File: config.mk
export PLATFORM = sky130hd
export DESIGN_NAME = player_input_ctrl
export DESIGN_NICKNAME = d
export VERILOG_FILES = /design/src/rtl/player_input_pkg.sv /design/src/rtl/btn_debounce.sv /design/src/rtl/player_input_ctrl.sv
export SDC_FILE = /design/constraint.sdc
export NUM_CORES = 1
export LEC_CHECK = 0
export BUFFER_PORTS_ARGS = -buffer_cell sky130_fd_sc_hd__buf_2
export CORE_MARGIN = 3
export CORE_UTILIZATION = 56
export CTS_BUF_LIST = sky130_fd_sc_hd__clkbuf_8
export DETAILED_ROUTE_END_ITERATION = 10
export GPL_TIMING_DRIVEN = 0
export PLACE_DENSITY = 0.87
export SLEW_MARGIN = 10
export SYNTH_ARGS = -nofsm -noshare
export SYNTH_HDL_FRONTEND = slang
export SYNTH_HIERARCHICAL = 1
export SYNTH_SLANG_ARGS = --single-unit
File: constraint.sdc
create_clock -name sys_clk -period 2.3 [get_ports sys_clk]
set_input_delay 0.46 -clock sys_clk [delete_from_list [all_inputs] [get_ports sys_clk]]
set_output_delay 0.46 -clock sys_clk [all_outputs]
set_load 0.05 [all_outputs]
File: src/rtl/player_input_pkg.sv
// player_input_pkg: shared types and constants for the player input controller.
//   state_e    - FSM state encoding (3 bits, exported on the debug `state` port)
//   CHARGE_W   - width of the jump charge level
//   DIR_*      - signed walk direction constants
//   decode_dir - maps debounced left/right levels to a direction
package player_input_pkg;

  localparam int unsigned CHARGE_W = 5;

  typedef enum logic [2:0] {
    StIdle   = 3'd0,
    StWalk   = 3'd1,
    StCharge = 3'd2,
    StLaunch = 3'd3,
    StAir    = 3'd4
  } state_e;

  localparam logic signed [1:0] DIR_LEFT  = -2'sd1;
  localparam logic signed [1:0] DIR_NONE  = 2'sd0;
  localparam logic signed [1:0] DIR_RIGHT = 2'sd1;

  // Both or neither button cancels out to no motion.
  function automatic logic signed [1:0] decode_dir(input logic left, input logic right);
    logic signed [1:0] dir;
    dir = DIR_NONE;
    if (left && !right) dir = DIR_LEFT;
    if (right && !left) dir = DIR_RIGHT;
    return dir;
  endfunction

endpackage

File: src/rtl/btn_debounce.sv
// btn_debounce: 2-FF synchronizer plus optional stable-time debouncer for one button.
// Configuration macro: PLAYER_INPUT_DEBOUNCE_EN
//   defined   - level changes after the synchronized input is stable DEBOUNCE_CYC cycles
//   undefined - level is the synchronizer output (2-cycle latency), DEBOUNCE_CYC unused
// Ports:
//   clk_i   - clock
//   rst_i   - synchronous active-high reset (level resets to released)
//   btn_i   - raw asynchronous button
//   level_o - debounced level
//   rise_o  - one-cycle pulse, coincident with level_o going high
//   fall_o  - one-cycle pulse, coincident with level_o going low
module btn_debounce #(
  parameter int unsigned DEBOUNCE_CYC = 1_000_000
) (
  input  logic clk_i,
  input  logic rst_i,
  input  logic btn_i,
  output logic level_o,
  output logic rise_o,
  output logic fall_o
);

  logic [1:0] sync_q;

`ifdef PLAYER_INPUT_DEBOUNCE_EN
  localparam int unsigned CntW = (DEBOUNCE_CYC > 1) ? $clog2(DEBOUNCE_CYC) : 1;

  logic [CntW-1:0] cnt_q;
  logic            level_q;
  logic            rise_q;
  logic            fall_q;

  // Any disagreement with the current level that does not last the full window
  // clears the counter, so bounces restart the stability count.
  always_ff @(posedge clk_i) begin
    if (rst_i) begin
      sync_q  <= '0;
      cnt_q   <= '0;
      level_q <= 1'b0;
      rise_q  <= 1'b0;
      fall_q  <= 1'b0;
    end else begin
      sync_q <= {sync_q[0], btn_i};
      rise_q <= 1'b0;
      fall_q <= 1'b0;
      if (sync_q[1] == level_q) begin
        cnt_q <= '0;
      end else if (cnt_q == CntW'(DEBOUNCE_CYC - 1)) begin
        cnt_q   <= '0;
        level_q <= sync_q[1];
        rise_q  <= sync_q[1];
        fall_q  <= ~sync_q[1];
      end else begin
        cnt_q <= cnt_q + 1'b1;
      end
    end
  end

  assign level_o = level_q;
  assign rise_o  = rise_q;
  assign fall_o  = fall_q;
`else
  logic prev_q;

  always_ff @(posedge clk_i) begin
    if (rst_i) begin
      sync_q <= '0;
      prev_q <= 1'b0;
    end else begin
      sync_q <= {sync_q[0], btn_i};
      prev_q <= sync_q[1];
    end
  end

  assign level_o = sync_q[1];
  assign rise_o  = sync_q[1] & ~prev_q;
  assign fall_o  = ~sync_q[1] & prev_q;
`endif

endmodule

File: src/rtl/player_input_ctrl.sv
// player_input_ctrl: turns left/right/jump buttons into one motion command per frame,
// with hold-to-charge jumping, handed to physics over a valid/ready handshake.
// Configuration macro: PLAYER_INPUT_DEBOUNCE_EN (see btn_debounce).
// Ports:
//   sys_clk, sys_rst                 - clock, synchronous active-high reset
//   left_btn, right_btn, jump_btn    - raw buttons
//   frame_tick                       - one-cycle frame start pulse
//   on_ground                        - physics ground contact, valid at frame_tick
//   cmd_valid/cmd_ready              - command handshake
//   cmd_vx, cmd_vy, cmd_jump         - command payload (negative vy is up)
//   charge_level, face_left, state   - HUD, sprite orientation, debug state
module player_input_ctrl
  import player_input_pkg::*;
#(
  parameter int unsigned DEBOUNCE_CYC       = 1_000_000,
  parameter int unsigned CHARGE_MAX         = 31,
  parameter int unsigned CHARGE_STEP_FRAMES = 2,
  parameter int unsigned WALK_SPEED         = 2,
  parameter int unsigned JUMP_BASE          = 4,
  parameter int unsigned VEL_W              = 8
) (
  input  logic                       sys_clk,
  input  logic                       sys_rst,
  input  logic                       left_btn,
  input  logic                       right_btn,
  input  logic                       jump_btn,
  input  logic                       frame_tick,
  input  logic                       on_ground,
  output logic                       cmd_valid,
  input  logic                       cmd_ready,
  output logic signed [VEL_W-1:0]    cmd_vx,
  output logic signed [VEL_W-1:0]    cmd_vy,
  output logic                       cmd_jump,
  output logic        [CHARGE_W-1:0] charge_level,
  output logic                       face_left,
  output logic        [2:0]          state
);

  localparam int unsigned StepW = (CHARGE_STEP_FRAMES > 1) ? $clog2(CHARGE_STEP_FRAMES) : 1;

  logic left_lvl, left_rise, left_fall;
  logic right_lvl, right_rise, right_fall;
  logic jump_lvl, jump_rise, jump_fall;
  logic unused_edges;

  btn_debounce #(.DEBOUNCE_CYC(DEBOUNCE_CYC)) u_left (
    .clk_i  (sys_clk),
    .rst_i  (sys_rst),
    .btn_i  (left_btn),
    .level_o(left_lvl),
    .rise_o (left_rise),
    .fall_o (left_fall)
  );

  btn_debounce #(.DEBOUNCE_CYC(DEBOUNCE_CYC)) u_right (
    .clk_i  (sys_clk),
    .rst_i  (sys_rst),
    .btn_i  (right_btn),
    .level_o(right_lvl),
    .rise_o (right_rise),
    .fall_o (right_fall)
  );

  btn_debounce #(.DEBOUNCE_CYC(DEBOUNCE_CYC)) u_jump (
    .clk_i  (sys_clk),
    .rst_i  (sys_rst),
    .btn_i  (jump_btn),
    .level_o(jump_lvl),
    .rise_o (jump_rise),
    .fall_o (jump_fall)
  );

  assign unused_edges = ^{jump_lvl, left_rise, left_fall, right_rise, right_fall};

  state_e                   state_q, state_d;
  logic     [CHARGE_W-1:0]  charge_q, charge_d;
  logic     [StepW-1:0]     step_q, step_d;
  logic signed [1:0]        launch_dir_q, launch_dir_d;
  logic                     face_q, face_d;
  logic                     cmd_valid_q, cmd_valid_d;
  logic signed [VEL_W-1:0]  cmd_vx_q, cmd_vx_d;
  logic signed [VEL_W-1:0]  cmd_vy_q, cmd_vy_d;
  logic                     cmd_jump_q, cmd_jump_d;

  logic signed [1:0]        dir;
  logic signed [VEL_W-1:0]  walk_vx, launch_vx, launch_vy;
  logic                     load;
  logic signed [VEL_W-1:0]  new_vx, new_vy;
  logic                     new_jump;
  logic                     launch_pending;

  assign dir       = decode_dir(left_lvl, right_lvl);
  assign walk_vx   = VEL_W'(int'(dir) * int'(WALK_SPEED));
  assign launch_vx = VEL_W'(int'(launch_dir_q) * int'(charge_q >> 2));
  assign launch_vy = VEL_W'(-(int'(JUMP_BASE) + int'(charge_q)));

  // A launch waiting for physics must never be replaced by a later frame's command.
  assign launch_pending = cmd_valid_q & cmd_jump_q;

  always_comb begin
    state_d      = state_q;
    charge_d     = charge_q;
    step_d       = step_q;
    launch_dir_d = launch_dir_q;
    face_d       = face_q;
    cmd_valid_d  = cmd_valid_q & ~cmd_ready;
    cmd_vx_d     = cmd_vx_q;
    cmd_vy_d     = cmd_vy_q;
    cmd_jump_d   = cmd_jump_q;
    load         = 1'b0;
    new_vx       = '0;
    new_vy       = '0;
    new_jump     = 1'b0;

    if (dir != DIR_NONE) face_d = (dir == DIR_LEFT);

    unique case (state_q)
      StIdle, StWalk: begin
        state_d = (dir != DIR_NONE) ? StWalk : StIdle;
        if (frame_tick) begin
          load = 1'b1;
          if (!on_ground) state_d = StAir;
          else            new_vx  = walk_vx;
        end
        if (jump_rise && on_ground) begin
          state_d  = StCharge;
          charge_d = '0;
          step_d   = '0;
        end
      end
      StCharge: begin
        if (frame_tick && !on_ground) begin
          load     = 1'b1;
          state_d  = StAir;
          charge_d = '0;
          step_d   = '0;
        end else begin
          if (frame_tick) begin
            load = 1'b1;
            if (step_q == StepW'(CHARGE_STEP_FRAMES - 1)) begin
              step_d = '0;
              if (charge_q < CHARGE_W'(CHARGE_MAX)) charge_d = charge_q + 1'b1;
            end else begin
              step_d = step_q + 1'b1;
            end
          end
          if (jump_fall) begin
            state_d      = StLaunch;
            launch_dir_d = dir;
          end
        end
      end
      StLaunch: begin
        if (frame_tick && !launch_pending) begin
          load     = 1'b1;
          new_vx   = launch_vx;
          new_vy   = launch_vy;
          new_jump = 1'b1;
        end
        if (launch_pending && cmd_ready) begin
          state_d  = StAir;
          charge_d = '0;
          step_d   = '0;
        end
      end
      StAir: begin
        if (frame_tick) begin
          load = 1'b1;
          if (on_ground) state_d = StIdle;
        end
      end
      default: state_d = StIdle;
    endcase

    if (load) begin
      cmd_valid_d = 1'b1;
      cmd_vx_d    = new_vx;
      cmd_vy_d    = new_vy;
      cmd_jump_d  = new_jump;
    end
  end

  always_ff @(posedge sys_clk) begin
    if (sys_rst) begin
      state_q      <= StIdle;
      charge_q     <= '0;
      step_q       <= '0;
      launch_dir_q <= DIR_NONE;
      face_q       <= 1'b0;
      cmd_valid_q  <= 1'b0;
      cmd_vx_q     <= '0;
      cmd_vy_q     <= '0;
      cmd_jump_q   <= 1'b0;
    end else begin
      state_q      <= state_d;
      charge_q     <= charge_d;
      step_q       <= step_d;
      launch_dir_q <= launch_dir_d;
      face_q       <= face_d;
      cmd_valid_q  <= cmd_valid_d;
      cmd_vx_q     <= cmd_vx_d;
      cmd_vy_q     <= cmd_vy_d;
      cmd_jump_q   <= cmd_jump_d;
    end
  end

  assign cmd_valid    = cmd_valid_q;
  assign cmd_vx       = cmd_vx_q;
  assign cmd_vy       = cmd_vy_q;
  assign cmd_jump     = cmd_jump_q;
  assign charge_level = charge_q;
  assign face_left    = face_q;
  assign state        = state_q;

endmodule
==> results of run 1 <==
[state kept, by name, summed over array words and instances (netlist names)]
register / flops
charge_level: 5
cmd_jump: 1
cmd_valid: 1
cmd_vx: 6
cmd_vy: 6
face_left: 1
launch_dir_q: 2
state: 3
step_q: 1
u_jump/prev_q: 1
u_jump/sync_q: 2
u_left/sync_q: 2
u_right/sync_q: 2
[area by class of cell]
class	instances	area, um2	area share
flip-flops and latches	33	661	0.350
multi-input cells	130	793	0.420
clock buffers	6	82.6	0.0437
plain buffers	14	76.3	0.0404
inverters	8	30.0	0.0159
repair buffers	34	170	0.0901
clock inverters	2	37.5	0.0199
well taps	30	37.5	0.0199
[through the flow]
| step | util | total power [mW] |
|---|---|---|
| global placement | 0.689 | 0.691 |
| finish | 0.735 | 1.25 |
| global route | 0.735 | 1.29 |
| CTS | 0.735 | 1.26 |
| floorplan | - | 0.666 |
| detailed placement | 0.689 | 0.693 |
[power breakdown]
group          switching, mW  internal (mW)  leakage, nW  total, mW
combinational         0.0623         0.0287        0.500     0.0911
sequential           0.00776          0.582        0.268      0.590
clock                  0.215          0.352       0.0574      0.567
total                  0.285          0.963        0.825       1.25
[layer usage]
metal,global-route usage,wire (um),vias up
met2,0.306,1430,38
met5,0,0,-
met1,0.263,1470,644
met3,0.0724,201,8
li1,-,-,713
met4,0.0809,50,0
[final timing paths]
| path | startpoint | endpoint | slack (ps) | cells past startpoint |
|---|---|---|---|---|
| worst min register to register | u_left/sync_q[0] | u_left/sync_q[1] | 430 | 1 |
| worst max register to register | charge_level[3] | cmd_vx[4] | 240 | 8 |
| worst max-delay path | charge_level[3] | cmd_vx[4] | 240 | 8 |
| worst min-delay path | left_btn | u_left/sync_q[0] | 380 | 2 |
==> qor.csv, run 1 <==
stage,metric,value,unit
placement,placed cell count,249,
worst_setup_path,"Slowest-stage cell, CP",fa_1,
synthesis,syn avg cell area,8.43,um2
worst_setup_path,CP Buf/Inv Count,1,
clock_tree,postcts setup bufs,0,
timing,RSZ-0062 raised after global routing,no,
grt,initial antenna violation count,0,
clock_tree,cts hold-fix bufs,0,
timing,setup TNS,0,ps
detailed_routing,post-route ant nets,0,
clock_tree,cts repair resizes,0,
timing,final worst setup slack,240,ps
cells_and_area,area added between synthesis and finish,21.0,%
worst_setup_path,Critical Path RT,2520,ps
die,# rows,18,
clock_tree,Root Driver,clkbuf_8,
placement,Setup WS pre-CTS,260,ps
worst_setup_path,crit-path most repeated cell,ha_1,
clock_tree,TritonCTS buffer count,5,
worst_setup_path,Crit Path Class,reg -> reg,
cells_and_area,most frequent cells in the layout,"buf_2 (35), dfxtp_1 (33), nor2_1 (22)",
cells_and_area,nets,242,
power,worst-case vdd ir drop,0.000605,V
clock_tree,CTS H-tree depth,2,
detailed_routing,Pre-Repair DR Iteration Count,4,
cells_and_area,filler cell count,207,
grt,GRT Resource Usage Total,0.202,
worst_setup_path,WP data arrival,2280,ps
placement,RD Place Congestion,0.930,
grt,first-pass GRT wire length,5.25,mm
placement,Area after DPL,1770,um2
synthesis,Ys Warns,6,
cells_and_area,layout cells sized above 1,0.220,
grt,vias in the first global route,1199,
timing,relative slew slack,0.678,
power,PD cells,661,nW/um2
synthesis,syn nets,201,
detailed_routing,vias,1403,
worst_setup_path,Max stage delay on crit path,380,ps
clock_tree,clock slew at reported path FFs,70,ps
run,Max-Cap Viols,0,
cells_and_area,"most common cell after layout, fill and taps aside",buf_2,
die,IO Count,35,
timing,fin. max-slew vios,0,
timing,Clock Skew,5.16,ps
grt,largest net degree at the start of global routing,12,
clock_tree,worst-skew pair later-pin latency,290,ps
die,Die Area,3460,um2
cells_and_area,post-route insts no fill,257,
timing,final cycle utilization of the critical path,0.896,
die,Starting Density,0.608,
timing,final setup violating endpoints,0,
placement,# port buffers,34,
worst_setup_path,Startpoint Class,flop,
min_path,HP Class,in -> reg,
die,die height,58.8,um
timing,clock period minus final worst setup slack,2060,ps
detailed_routing,final wirelength,3.15,mm
placement,Detailed Place HPWL,2.37,mm
outcome,status,"complete, no violations",
grt,GR Overflow Total,0,
worst_setup_path,critical-path cell list,clkbuf_1 -> nor2_1 -> ha_1 -> ha_1 -> fa_1 -> xor2_1 -> nand2_1 -> a31oi_1,
detailed_routing,Vias per Instance,5.46,
clock_tree,CTS max path bufs,2,
clock_tree,clk sinks,33,
synthesis,synthesized cell area,1560,um2
power,Pleak,0.825,nW
timing,final-report hold violation count,0,
worst_setup_path,"Largest delay share family, worst path",adder cells,
die,die width,58.8,um
detailed_routing,1st-iter DRT viols,38,
detailed_routing,mean routed wirelength per cell,12.2,um
timing,fmax,485,MHz
die,Core ar.,2570,um2
worst_setup_path,crit path capture type,flop,
clock_tree,clock tree from TritonCTS,done,
timing,Hold WS,375,ps
cells_and_area,ant diodes,0,
detailed_routing,DRC,0,
timing,Worst-Margin Slew,482,ps
worst_setup_path,highest fanout seen on the critical path,8,
cells_and_area,"Design Area, Final",1890,um2
synthesis,Mapped Cells,185,
No activity file was read; power rests on OpenSTA's default activity.
==> run 2, diff against run 1 <==
ABC_AREA = 1   (was unset)
PLACE_DENSITY = 0.86   (was 0.87)
==> run 2 against run 1 <==
- global-route usage up 3.3 points
- non-clock buffer count down 2
- sequential power increased by 1%
- area after synthesis rose by 12%
- cell area increased by 9.0%
- highest routed layer unchanged
- count of clock-buffer cells in the layout did not move
- largest power group unchanged
- combinational power increased by 61%
==> qor.csv, run 2 <==
stage,metric,value,unit,change
clock_tree,CTS H-tree depth,2,,unchanged
placement,Setup WS pre-CTS,212,ps,was 260 ps
clock_tree,clock slew at reported path FFs,60,ps,was 70 ps
clock_tree,cts hold-fix bufs,0,,unchanged
cells_and_area,nets,290,,was 242
placement,# port buffers,34,,unchanged
timing,final cycle utilization of the critical path,0.914,,was 0.896
detailed_routing,final wirelength,3.98,mm,was 3.15 mm
detailed_routing,DRC,0,,unchanged
timing,RSZ-0062 raised after global routing,no,,unchanged
cells_and_area,ant diodes,0,,unchanged
grt,vias in the first global route,1438,,was 1199
placement,Detailed Place HPWL,2.83,mm,was 2.37 mm
timing,fin. max-slew vios,0,,unchanged
cells_and_area,area added between synthesis and finish,17.7,%,was 21.0%
worst_setup_path,Critical Path RT,2450,ps,was 2520 ps
clock_tree,cts repair resizes,0,,unchanged
synthesis,Ys Warns,6,,unchanged
cells_and_area,layout cells sized above 1,0.266,,was 0.220
clock_tree,CTS max path bufs,2,,unchanged
die,die height,61.9,um,was 58.8 um
die,Starting Density,0.608,,about the same
worst_setup_path,Startpoint Class,flop,,unchanged
detailed_routing,Pre-Repair DR Iteration Count,4,,unchanged
timing,Clock Skew,5.52,ps,was 5.16 ps
clock_tree,clock tree from TritonCTS,done,,unchanged
timing,setup TNS,0,ps,unchanged
timing,final setup violating endpoints,0,,unchanged
timing,fmax,476,MHz,was 485 MHz
min_path,HP Class,in -> reg,,unchanged
clock_tree,postcts setup bufs,0,,unchanged
worst_setup_path,WP data arrival,2250,ps,was 2280 ps
grt,GR Overflow Total,0,,unchanged
grt,largest net degree at the start of global routing,14,,was 12
synthesis,synthesized cell area,1750,um2,was 1560 um2
run,Max-Cap Viols,0,,unchanged
detailed_routing,mean routed wirelength per cell,12.6,um,was 12.2 um
power,Pleak,0.931,nW,was 0.825 nW
grt,GRT Resource Usage Total,0.236,,was 0.202
worst_setup_path,crit path capture type,flop,,unchanged
die,Core ar.,2880,um2,was 2570 um2
clock_tree,worst-skew pair later-pin latency,290,ps,about the same
worst_setup_path,highest fanout seen on the critical path,10,,was 8
timing,final worst setup slack,199,ps,was 240 ps
die,die width,61.9,um,was 58.8 um
cells_and_area,most frequent cells in the layout,"buf_2 (36), dfxtp_1 (33), nand2_1 (31)",,"was buf_2 (35), dfxtp_1 (33), nor2_1 (22)"
outcome,status,"complete, no violations",,unchanged
timing,Worst-Margin Slew,578,ps,was 482 ps
grt,initial antenna violation count,0,,unchanged
power,PD cells,575,nW/um2,was 661 nW/um2
clock_tree,TritonCTS buffer count,5,,unchanged
die,Die Area,3830,um2,was 3460 um2
die,IO Count,35,,unchanged
clock_tree,Root Driver,clkbuf_8,,unchanged
synthesis,syn avg cell area,7.51,um2,was 8.43 um2
power,worst-case vdd ir drop,0.000516,V,was 0.000605 V
synthesis,syn nets,249,,was 201
detailed_routing,post-route ant nets,0,,unchanged
worst_setup_path,Crit Path Class,reg -> reg,,unchanged
cells_and_area,"most common cell after layout, fill and taps aside",buf_2,,unchanged
cells_and_area,FF/Latch Area,661,um2,unchanged
cells_and_area,filler cell count,263,,was 207
clock_tree,clk sinks,33,,unchanged
detailed_routing,vias,1649,,was 1403
detailed_routing,Vias per Instance,5.22,,was 5.46
detailed_routing,1st-iter DRT viols,89,,was 38
timing,relative slew slack,0.615,,was 0.678
timing,final-report hold violation count,0,,unchanged
die,# rows,19,,was 18
timing,clock period minus final worst setup slack,2100,ps,was 2060 ps
synthesis,Mapped Cells,233,,was 185
cells_and_area,Multi-input gate area,902,um2,was 793 um2
grt,first-pass GRT wire length,6.47,mm,was 5.25 mm
placement,RD Place Congestion,0.881,,was 0.930
-- run 2: per-layer routing --
metal,track usage,vias to the layer above,part of all wire,wire (um)
met1,0.305,747,0.46,1830
li1,-,848,-,-
met5,0,-,0,0
met4,0.103,0,0.024,97
met2,0.362,45,0.46,1830
met3,0.0723,9,0.055,221
-- run 2: path summary, 6_finish.rpt --
kind              slack [ps]              from  cells past startpoint          endpoint
hold reg to reg          400  u_left/sync_q[0]                      2  u_left/sync_q[1]
setup / recovery         200   charge_level[2]                      9         cmd_vx[3]
hold / removal           370          left_btn                      3  u_left/sync_q[0]
setup reg to reg         200   charge_level[2]                      9         cmd_vx[3]
-- run 2: final cells by class --
| class | instances | share of cell area |
|---|---|---|
| sequential | 33 | 0.321 |
| tap | 42 | 0.0255 |
| inverter | 29 | 0.0529 |
| timing repair buffer | 34 | 0.0827 |
| buffer | 12 | 0.0377 |
| clock buffer | 6 | 0.0401 |
| multi-input combinational | 159 | 0.438 |
| clock inverter | 1 | 0.00182 |
-- run 2: through the flow --
step,std cells,cell area [um2],total power [mW],utilization,hold WS [ps]
final,316,2060,1.18,0.716,369
after global routing,316,2060,1.23,0.716,378
after CTS,316,2060,1.19,0.716,366
after detailed placement,309,1970,0.754,0.686,394
after global placement,309,1970,0.750,0.686,389
after floorplan,233,1750,0.715,-,388
-- run 2: where the power goes --
group,switching (mW),internal (mW)
sequential,0.0112,0.586
combinational,0.108,0.0392
clock,0.207,0.233
-- run 2: critical path, cell delays in order (launching register included) --
cell and delay (ps):
dfxtp_1 300, buf_2 170, inv_1 110, nand2_1 80, fa_1 390, inv_1 60
ha_1 170, fa_1 410, a21oi_1 180, a21oi_1 90
==> run 3, diff against run 2 <==
BUFFER_PORTS_ARGS = unset   (was -buffer_cell sky130_fd_sc_hd__buf_2)
DONT_BUFFER_PORTS = 1   (was unset)
PLACE_DENSITY = 0.76   (was 0.86)
==> run 3 against run 2 <==
- maximum frequency is 2.7% lower
- register-to-register slack lost 60 ps
- routed wire length fell by 5.8%
- worst setup slack got worse by 59 ps
- sequential share of layout area up 3.3 points
- non-clock buffer count is 34 lower
- power down 6.2%
- critical path depth is the same
- count of clock-buffer cells in the layout shrank 1
- sequential power up 4.9%
- sequential cell count unchanged
- highest routed layer unchanged
==> qor.csv, run 3 (synthesis results as in run 2) <==
stage,metric,value,unit,change
timing,Clock Skew,5.46,ps,was 5.52 ps
placement,Setup WS pre-CTS,-104,ps,was 212 ps
clock_tree,CTS max path bufs,2,,unchanged
grt,first-pass GRT wire length,6.04,mm,was 6.47 mm
cells_and_area,most frequent cells in the layout,"nand2_1 (31), dfxtp_1 (30), a21oi_1 (28)",,"was buf_2 (36), dfxtp_1 (33), nand2_1 (31)"
die,Core ar.,2880,um2,unchanged
detailed_routing,Pre-Repair DR Iteration Count,4,,unchanged
die,die width,61.9,um,unchanged
power,switching power,0.299,mW,was 0.326 mW
clock_tree,CTS H-tree depth,2,,unchanged
timing,final-report hold violation count,0,,unchanged
timing,relative slew slack,0.496,,was 0.615
timing,RSZ-0062 raised after global routing,no,,unchanged
min_path,Hold Path Cell Cnt,1,,was 3
grt,GRT Resource Usage Total,0.216,,was 0.236
min_path,HP Class,in -> reg,,unchanged
timing,final worst setup slack,140,ps,was 199 ps
die,Starting Density,0.608,,unchanged
detailed_routing,post-route ant nets,0,,unchanged
clock_tree,TritonCTS buffer count,5,,unchanged
power,Gate power share,0.084,,was 0.124
power,P_int,0.812,mW,was 0.858 mW
worst_setup_path,Crit Path Class,reg -> reg,,unchanged
grt,GR Overflow Total,0,,unchanged
grt,vias in the first global route,1398,,was 1438
clock_tree,cts hold-fix bufs,0,,unchanged
clock_tree,clk sinks,33,,unchanged
worst_setup_path,Critical Path RT,2450,ps,about the same
detailed_routing,DRC,0,,unchanged
run,Max-Cap Viols,0,,unchanged
power,power consumption,1.11,mW,was 1.18 mW
timing,final setup violating endpoints,0,,unchanged
placement,placed cell count,275,,was 309
power,PD cells,588,nW/um2,was 575 nW/um2
timing,fmax,463,MHz,was 476 MHz
placement,RD Place Congestion,0.788,,was 0.881
worst_setup_path,crit path capture type,flop,,unchanged
grt,initial antenna violation count,0,,unchanged
clock_tree,postcts setup bufs,0,,unchanged
clock_tree,worst-skew pair later-pin latency,280,ps,was 290 ps
detailed_routing,vias,1524,,was 1649
cells_and_area,area added between synthesis and finish,8.01,%,was 17.7%
timing,Worst-Margin Slew,755,ps,was 578 ps
placement,Detailed Place HPWL,2.73,mm,was 2.83 mm
outcome,status,"complete, no violations",,unchanged
timing,clock period minus final worst setup slack,2160,ps,was 2100 ps
cells_and_area,layout cells sized above 1,0.180,,was 0.266
die,# rows,19,,unchanged
detailed_routing,Vias per Instance,5.42,,was 5.22
placement,# port buffers,0,,was 34
power,Pleak,0.747,nW,was 0.931 nW
die,IO Count,35,,unchanged
cells_and_area,post-route insts no fill,281,,was 316
detailed_routing,mean routed wirelength per cell,13.3,um,was 12.6 um
power,worst-case vdd ir drop,0.000463,V,was 0.000516 V
clock_tree,Root Driver,clkbuf_8,,unchanged
detailed_routing,final wirelength,3.75,mm,was 3.98 mm
die,die height,61.9,um,unchanged
timing,fin. max-slew vios,0,,unchanged
detailed_routing,1st-iter DRT viols,95,,was 89
cells_and_area,ant diodes,0,,unchanged
clock_tree,clock slew at reported path FFs,60,ps,about the same
timing,Hold WS,233,ps,was 369 ps
power,sequential power share,0.564,,was 0.504
grt,largest net degree at the start of global routing,14,,unchanged
cells_and_area,nets,256,,was 290
clock_tree,clock tree from TritonCTS,done,,unchanged
worst_setup_path,Worst R2R Path Depth,9,,unchanged
die,Die Area,3830,um2,unchanged
power,switching share of power,0.269,,was 0.275
worst_setup_path,Startpoint Class,flop,,unchanged
power,Clock power frac,0.352,,was 0.372
worst_setup_path,WP data arrival,2310,ps,was 2250 ps
worst_setup_path,highest fanout seen on the critical path,10,,unchanged
timing,final cycle utilization of the critical path,0.939,,was 0.914
cells_and_area,"most common cell after layout, fill and taps aside",nand2_1,,was buf_2
run 3: changes by cell type in the layout (fill, tap and decap cells not counted):
cell / previous run / this run
buf_2: 36 / 0
dfxtp_1: 33 / 30
clkbuf_4: 0 / 2
dfxtp_4: 0 / 2
inv_1: 23 / 21
clkbuf_8: 6 / 5
clkinv_2: 0 / 1
dfxtp_2: 0 / 1
inv_2: 7 / 8
run 3: what timing repair did:
item | in CTS | in global routing
endpoints found under the setup margin | 2 | 2
endpoints found under the hold margin | 0 | 0
gates resized for setup | 3 | 5
run 3: worst max-delay path, stage by stage, from the launching register on:
cell and delay [ps]:
dfxtp_4 400, clkbuf_4 200, inv_2 80, nand2_1 70, fa_1 390, inv_1 60
ha_1 180, fa_1 410, a21oi_1 150, a21oi_1 70
run 3: routing by layer:
metal,GRT usage,vias to the layer above,wire length [um]
met4,0.103,0,76
met5,0,-,0
li1,-,782,-
met1,0.263,695,1740
met3,0.0847,9,264
met2,0.333,38,1670
run 3: path summary, 6_finish.rpt:
path,from,end,slack [ps]
setup / recovery,charge_level[2],cmd_vx[3],140
setup reg to reg,charge_level[2],cmd_vx[3],140
hold / removal,sys_rst,cmd_vx[0],230
hold reg to reg,u_jump/sync_q[0],u_jump/sync_q[1],400
run 3: per-stage QoR:
| stage | instance area (um2) | util | TNS (ps) |
|---|---|---|---|
| 5_1_grt | 1890 | 0.657 | 0 |
| 6_report | 1890 | 0.657 | 0 |
| 2_1_floorplan | 1750 | - | 0 |
| 3_3_place_gp | 1800 | 0.626 | -169 |
| 4_1_cts | 1880 | 0.653 | 0 |
| 3_5_place_dp | 1800 | 0.626 | -178 |
run 3: area by class of cell:
class	count	area [um2]
plain buffers	12	82.6
clock buffers	5	68.8
flip-flops and latches	33	669
inverters	29	109
fillers	264	987
multi-input cells	159	902
well taps	42	52.6
clock inverters	1	5.00
run 3: power by group through the flow:
stage / Combinational (mW) / Sequential, mW / Clock, mW
finish: 0.0929 / 0.626 / 0.391
global route: 0.105 / 0.628 / 0.416
CTS: 0.0932 / 0.628 / 0.406
detailed placement: 0.0934 / 0.641 / 0
global placement: 0.0914 / 0.641 / 0
floorplan: 0.0764 / 0.638 / 0
